--- config.mk ---
export PLATFORM = sky130hd
export DESIGN_NAME = ip_codma_ap_engine
export DESIGN_NICKNAME = d
export VERILOG_FILES = /design/src/rtl/ip_codma_ap_engine.sv
export SDC_FILE = /design/constraint.sdc
export NUM_CORES = 1
export LEC_CHECK = 0
export CORE_UTILIZATION = 40
export DETAILED_ROUTE_END_ITERATION = 10
export RECOVER_POWER = 25
export SYNTH_ARGS = -nofsm -noshare
export SYNTH_HDL_FRONTEND = slang
export SYNTH_SLANG_ARGS = --single-unit
export TNS_END_PERCENT = 100
--- constraint.sdc ---
create_clock -name clk_i -period 8 [get_ports clk_i]
set_clock_uncertainty 0.05 [all_clocks]
set_input_delay 1.2 -clock clk_i [delete_from_list [all_inputs] [get_ports clk_i]]
set_output_delay 1.2 -clock clk_i [all_outputs]
set_load 0.005 [all_outputs]
--- src/rtl/ip_codma_ap_engine.sv ---
// Address-phase engine for the codma bus master: buffers address requests, issues them
// with a req/grant handshake, tracks outstanding phases, fences direction changes, flushes on stop/error.
module ip_codma_ap_engine #(
  parameter int ADDR_W          = 32,
  parameter int SIZE_W          = 4,
  parameter int REQ_DEPTH       = 4,
  parameter int MAX_OUTSTANDING = 4
) (
  input  logic                                 clk_i,
  input  logic                                 reset_n_i,
  input  logic                                 stop_i,
  input  logic                                 req_valid_i,
  output logic                                 req_ready_o,
  input  logic [ADDR_W-1:0]                    req_addr_i,
  input  logic                                 req_write_i,
  input  logic [SIZE_W-1:0]                    req_size_i,
  output logic                                 bus_req_o,
  output logic [ADDR_W-1:0]                    bus_addr_o,
  output logic                                 bus_write_o,
  output logic [SIZE_W-1:0]                    bus_size_o,
  input  logic                                 bus_grant_i,
  input  logic                                 bus_error_i,
  input  logic                                 dp_done_i,
  output logic                                 tk_push_o,
  output logic                                 tk_write_o,
  output logic [SIZE_W-1:0]                    tk_size_o,
  output logic [$clog2(MAX_OUTSTANDING+1)-1:0] outstanding_o,
  output logic                                 idle_o,
  output logic                                 ap_state_error_o
);

  localparam int PTR_W = (REQ_DEPTH > 1) ? $clog2(REQ_DEPTH) : 1;
  localparam int CNT_W = $clog2(REQ_DEPTH + 1);
  localparam int OUT_W = $clog2(MAX_OUTSTANDING + 1);

  typedef enum logic [2:0] {
    ST_IDLE  = 3'd0,
    ST_ISSUE = 3'd1,
    ST_FENCE = 3'd2,
    ST_FLUSH = 3'd3
  } state_t;

  state_t state_q, state_d;

  logic [ADDR_W-1:0] addr_mem  [REQ_DEPTH];
  logic              write_mem [REQ_DEPTH];
  logic [SIZE_W-1:0] size_mem  [REQ_DEPTH];

  logic [PTR_W-1:0] wr_ptr_q, rd_ptr_q;
  logic [CNT_W-1:0] count_q;
  logic [OUT_W-1:0] outstanding_q;
  logic             inflight_write_q;
  logic             error_q;

  logic fifo_empty, fifo_full, flush_req, blocked, grant, push, dp_dec, dp_spurious, illegal_state;
  logic head_write;

  assign head_write  = write_mem[rd_ptr_q];
  assign fifo_empty  = (count_q == '0);
  assign fifo_full   = (count_q == CNT_W'(REQ_DEPTH));
  assign flush_req   = stop_i | bus_error_i;

  // Reads and writes never overlap on the bus, and the tracker depth is bounded.
  assign blocked     = (outstanding_q == OUT_W'(MAX_OUTSTANDING)) ||
                       ((outstanding_q != '0) && (head_write != inflight_write_q));

  assign bus_req_o   = (state_q == ST_ISSUE) && !fifo_empty && !blocked;
  assign grant       = bus_req_o && bus_grant_i;
  // A grant frees the head slot in the same cycle, so a full FIFO can still take a push.
  assign req_ready_o = (state_q != ST_FLUSH) && (!fifo_full || grant);
  assign push        = req_valid_i && req_ready_o;
  assign dp_dec      = dp_done_i && (outstanding_q != '0);
  assign dp_spurious = dp_done_i && (outstanding_q == '0);

  assign bus_addr_o  = bus_req_o ? addr_mem[rd_ptr_q] : '0;
  assign bus_write_o = bus_req_o && head_write;
  assign bus_size_o  = bus_req_o ? size_mem[rd_ptr_q] : '0;
  assign tk_push_o   = grant;
  assign tk_write_o  = grant && head_write;
  assign tk_size_o   = grant ? size_mem[rd_ptr_q] : '0;

  assign outstanding_o    = outstanding_q;
  assign idle_o           = fifo_empty && (outstanding_q == '0) && (state_q == ST_IDLE);
  assign ap_state_error_o = error_q;

  always_ff @(posedge clk_i) begin
    if (push) begin
      addr_mem[wr_ptr_q]  <= req_addr_i;
      write_mem[wr_ptr_q] <= req_write_i;
      size_mem[wr_ptr_q]  <= req_size_i;
    end
  end

  always_ff @(posedge clk_i or negedge reset_n_i) begin
    if (!reset_n_i) begin
      wr_ptr_q <= '0;
      rd_ptr_q <= '0;
      count_q  <= '0;
    end else if (flush_req) begin
      wr_ptr_q <= '0;
      rd_ptr_q <= '0;
      count_q  <= '0;
    end else begin
      if (push)  wr_ptr_q <= wr_ptr_q + PTR_W'(1);
      if (grant) rd_ptr_q <= rd_ptr_q + PTR_W'(1);
      count_q <= count_q + CNT_W'(push) - CNT_W'(grant);
    end
  end

  // A grant in a flush cycle was already issued on the bus, so it is still tracked.
  always_ff @(posedge clk_i or negedge reset_n_i) begin
    if (!reset_n_i) begin
      outstanding_q    <= '0;
      inflight_write_q <= 1'b0;
      error_q          <= 1'b0;
    end else begin
      if (grant && !dp_dec)      outstanding_q <= outstanding_q + OUT_W'(1);
      else if (!grant && dp_dec) outstanding_q <= outstanding_q - OUT_W'(1);
      if (grant) inflight_write_q <= head_write;
      error_q <= error_q | bus_error_i | dp_spurious | illegal_state;
    end
  end

  always_ff @(posedge clk_i or negedge reset_n_i) begin
    if (!reset_n_i) state_q <= ST_IDLE;
    else            state_q <= state_d;
  end

  always_comb begin
    state_d       = state_q;
    illegal_state = 1'b0;
    case (state_q)
      ST_IDLE:  if (!fifo_empty) state_d = ST_ISSUE;
      ST_ISSUE: begin
        if (fifo_empty)   state_d = ST_IDLE;
        else if (blocked) state_d = ST_FENCE;
      end
      ST_FENCE: begin
        if (fifo_empty)    state_d = ST_IDLE;
        else if (!blocked) state_d = ST_ISSUE;
      end
      ST_FLUSH: if (outstanding_q == '0) state_d = ST_IDLE;
      default: begin
        state_d       = ST_IDLE;
        illegal_state = 1'b1;
      end
    endcase
    if (flush_req) state_d = ST_FLUSH;
  end

endmodule

==> results.yml <==
sta:
  slew_headroom: 0.290
  final_max_slew_viol_count: 0
  setup_slack_ns: 2.79
  rsz0062_at_grt: "no"
  fmax_mhz: 192
  setup_violations: 0
  min_period_ns: 5.21
  worst_pin_slew_ns: 1.06
  fin_tns_setup_ns: 0
  hold_violations: 0
  finalCritPeriodShare: 0.651
critical_path:
  crit_fanout: 39
  rrSetupSlack_ns: 4.15
  worstPathRequired_ns: 6.75
  critPathSlowestCell: "dfrtp_2"
  path_cells: "mux4_2, xnor2_2, a21oi_2, nor3_4, buf_4, and2_1, clkdlybuf4s50_1"
  path_delay_family: "flip-flops"
  critPathMaxStageDelay_ns: 1.03
  crit_buf_inv: 2
  startpoint_type: "flop"
  cp-end-kind: "primary output"
  critPathKind: "flop to primary output"
  arrival_ns: 3.96
cts:
  clk_pin_slew_ns: 0.07
  cts_tree: "built"
  cts_setup_buffers: 0
  clk_latency_ns: 0.42
  htreeDepth: 4
  cts_hold_buf: 0
  root_buffer: "clkbuf_16"
  cts_buffers: 17
  cts.sinks: 162
  clock_path_buffers: 2
  post_cts_resized: 0
synth:
  yosysWarnings: 0
  ys.flop_type: "edfxtp_1"
  async_flop_share: 0.0864
  yosys.area.top_type: "edfxtp_1"
  syn_avg_cell_area_sq_um: 19.6
  synth-edff-count: 148
  netlist_instances: 332
  synth_cell_type_count: 42
  synthDominantCellAreaShare: 0.684
  syn-num-nets: 385
  yosysSeqAreaShare: 0.738
  synth.cell_area_sq_um: 6500
  ys_ff_latch: 162
  yosys-top-cells-area: "edfxtp_1, mux4_2, dfrtp_1, and2_1, ha_1"
global_route:
  grt_pass1_wl_mm: 19.5
  grt_overflow_total: 0
  grt_start_max_net_pins: 40
  grtUsageTotal: 0.164
  antenna_found_initial: 2
  first_global_vias: 3601
layout:
  area_growth_pct: 27.1
  mostFrequentLayoutCell: "edfxtp_1"
  multi_input_area_sq_um: 1630
  layout_common_cells: "edfxtp_1, clkdlybuf4s50_1, and2_1"
  fillers: 1341
  drive_gt1_frac: 0.188
  final_nets: 486
  regArea_sq_um: 4800
routing:
  drt-total-wl_mm: 12.4
  drt_iter0_drc: 169
  routedWlPerCell_microns: 18.7
  vias: 3382
  ant_nets: 0
  drc: 0
  vias_per_cell: 5.09
  drt-pass1-iter-count: 4
job:
  cap_violations: 0
die:
  placementRows: 46
  die_area_sq_um: 16800
  io-pin-count: 94
  fp.dieH_microns: 129
  initial_utilization: 0.409
  die_w_microns: 129
  core_area_sq_um: 15900
run_status:
  status: "completed"
pwr:
  peakVddDrop_uv: 134
  powerDensity_nw_per_um2: 233
  p_leak_nw: 2.69
place:
  io_buffers: 93
  hpwlAfterDp_mm: 7.29
  pre_cts_ws_ns: 3.19
  globalplace.congestion: 0.769
hold_path:
  hp-class: "flop to flop"
-- routing by layer --
layer / GRT usage / share of wire / vias up / wire (microns)
met5: 0 / 0 / - / 0
met4: 0.0725 / 0.019 / 0 / 234
met3: 0.0504 / 0.055 / 21 / 681
met2: 0.271 / 0.50 / 98 / 6210
met1: 0.201 / 0.42 / 1748 / 5260
li1: - / - / 1515 / -
-- Yosys cell counts (2+ instances only) --
master,number
nand2_1,7
nand3_1,2
ha_1,7
dfrtp_1,14
and2_1,38
clkbuf_1,7
xor2_1,3
nor2b_1,4
inv_1,7
or3_1,2
and3_1,5
nor2_1,8
edfxtp_1,148
fa_1,2
mux4_2,37
a21oi_1,5
buf_2,5
o21ai_1,2
or2_2,2
a211o_1,2
o211ai_1,2
or4_1,2
xnor2_1,2
-- sequential cells by signal (all words and copies together) (netlist names) --
signal,flops
size_mem,16
outstanding_o,3
count_q,3
write_mem,4
wr_ptr_q,2
inflight_write_q,1
rd_ptr_q,2
ap_state_error_o,1
state_q,2
addr_mem,128
-- worst reg2reg max path: cells and delay by family, from the launching register on --
kind            cells  cell delay [ns]
fa+ha+maj           3             0.80
flops               1             1.03
mux                 1             0.49
compound gates      1             0.33
buf+inv             3             0.19
xor+xnor            3             0.51
simple gates        2             0.33
-- logic make-up (layout without fill, tap and decap cells) --
| kind of cell | after synthesis | in the layout | synth area share |
|---|---|---|---|
| flip-flops | 162 | 162 | 0.738 |
| AND/OR/NAND/NOR | 76 | 76 | 0.0683 |
| multiplexers | 39 | 39 | 0.132 |
| buffers and inverters | 21 | 135 | 0.0137 |
| AO/OA/AOI/OAI | 18 | 18 | 0.0181 |
| adder cells (fa/ha/maj) | 10 | 10 | 0.0212 |
| XOR/XNOR | 6 | 6 | 0.00924 |
| other | 0 | 2 | 0 |
-- final cells by class --
cell class	instances	share of cell area
sequential	162	0.581
multi-input combinational	149	0.197
inverter	8	0.00363
timing repair buffer	95	0.114
clock buffer	17	0.0515
tap	216	0.0327
clock inverter	15	0.0195
antenna	2	0.000606
-- path summary, 6_finish.rpt --
| path | cells past startpoint | end | from |
|---|---|---|---|
| worst max-delay path | 7 | bus_addr_o[14] | rd_ptr_q[1] |
| worst min-delay path | 1 | ap_state_error_o | ap_state_error_o |
| worst max register to register | 13 | count_q[2] | rd_ptr_q[1] |
| worst min register to register | 1 | ap_state_error_o | ap_state_error_o |
| max in group asynchronous | 1 | rd_ptr_q[0] | reset_n_i |
| min in group asynchronous | 1 | state_q[1] | reset_n_i |
-- stage by stage --
stage                     power (mW)  instances  utilization  hold WS, ns  instance area [sq um]
after global placement          1.15        630        0.483        0.400                   7670
after floorplan                 1.08        332            -        0.411                   6500
final                           1.92        664        0.520        0.425                   8260
after detailed placement        1.15        630        0.483        0.425                   7670
after CTS                       1.95        662        0.520        0.440                   8260
after global routing            2.00        664        0.520        0.452                   8260
-- where the power goes --
part / total (mW) / leakage (nW) / internal (mW) / switching [mW]
sequential: 0.983 / 1.50 / 0.962 / 0.0209
clock: 0.790 / 0.276 / 0.462 / 0.329
combinational: 0.149 / 0.905 / 0.0751 / 0.0738
No activity file was read; power rests on OpenSTA's default activity.
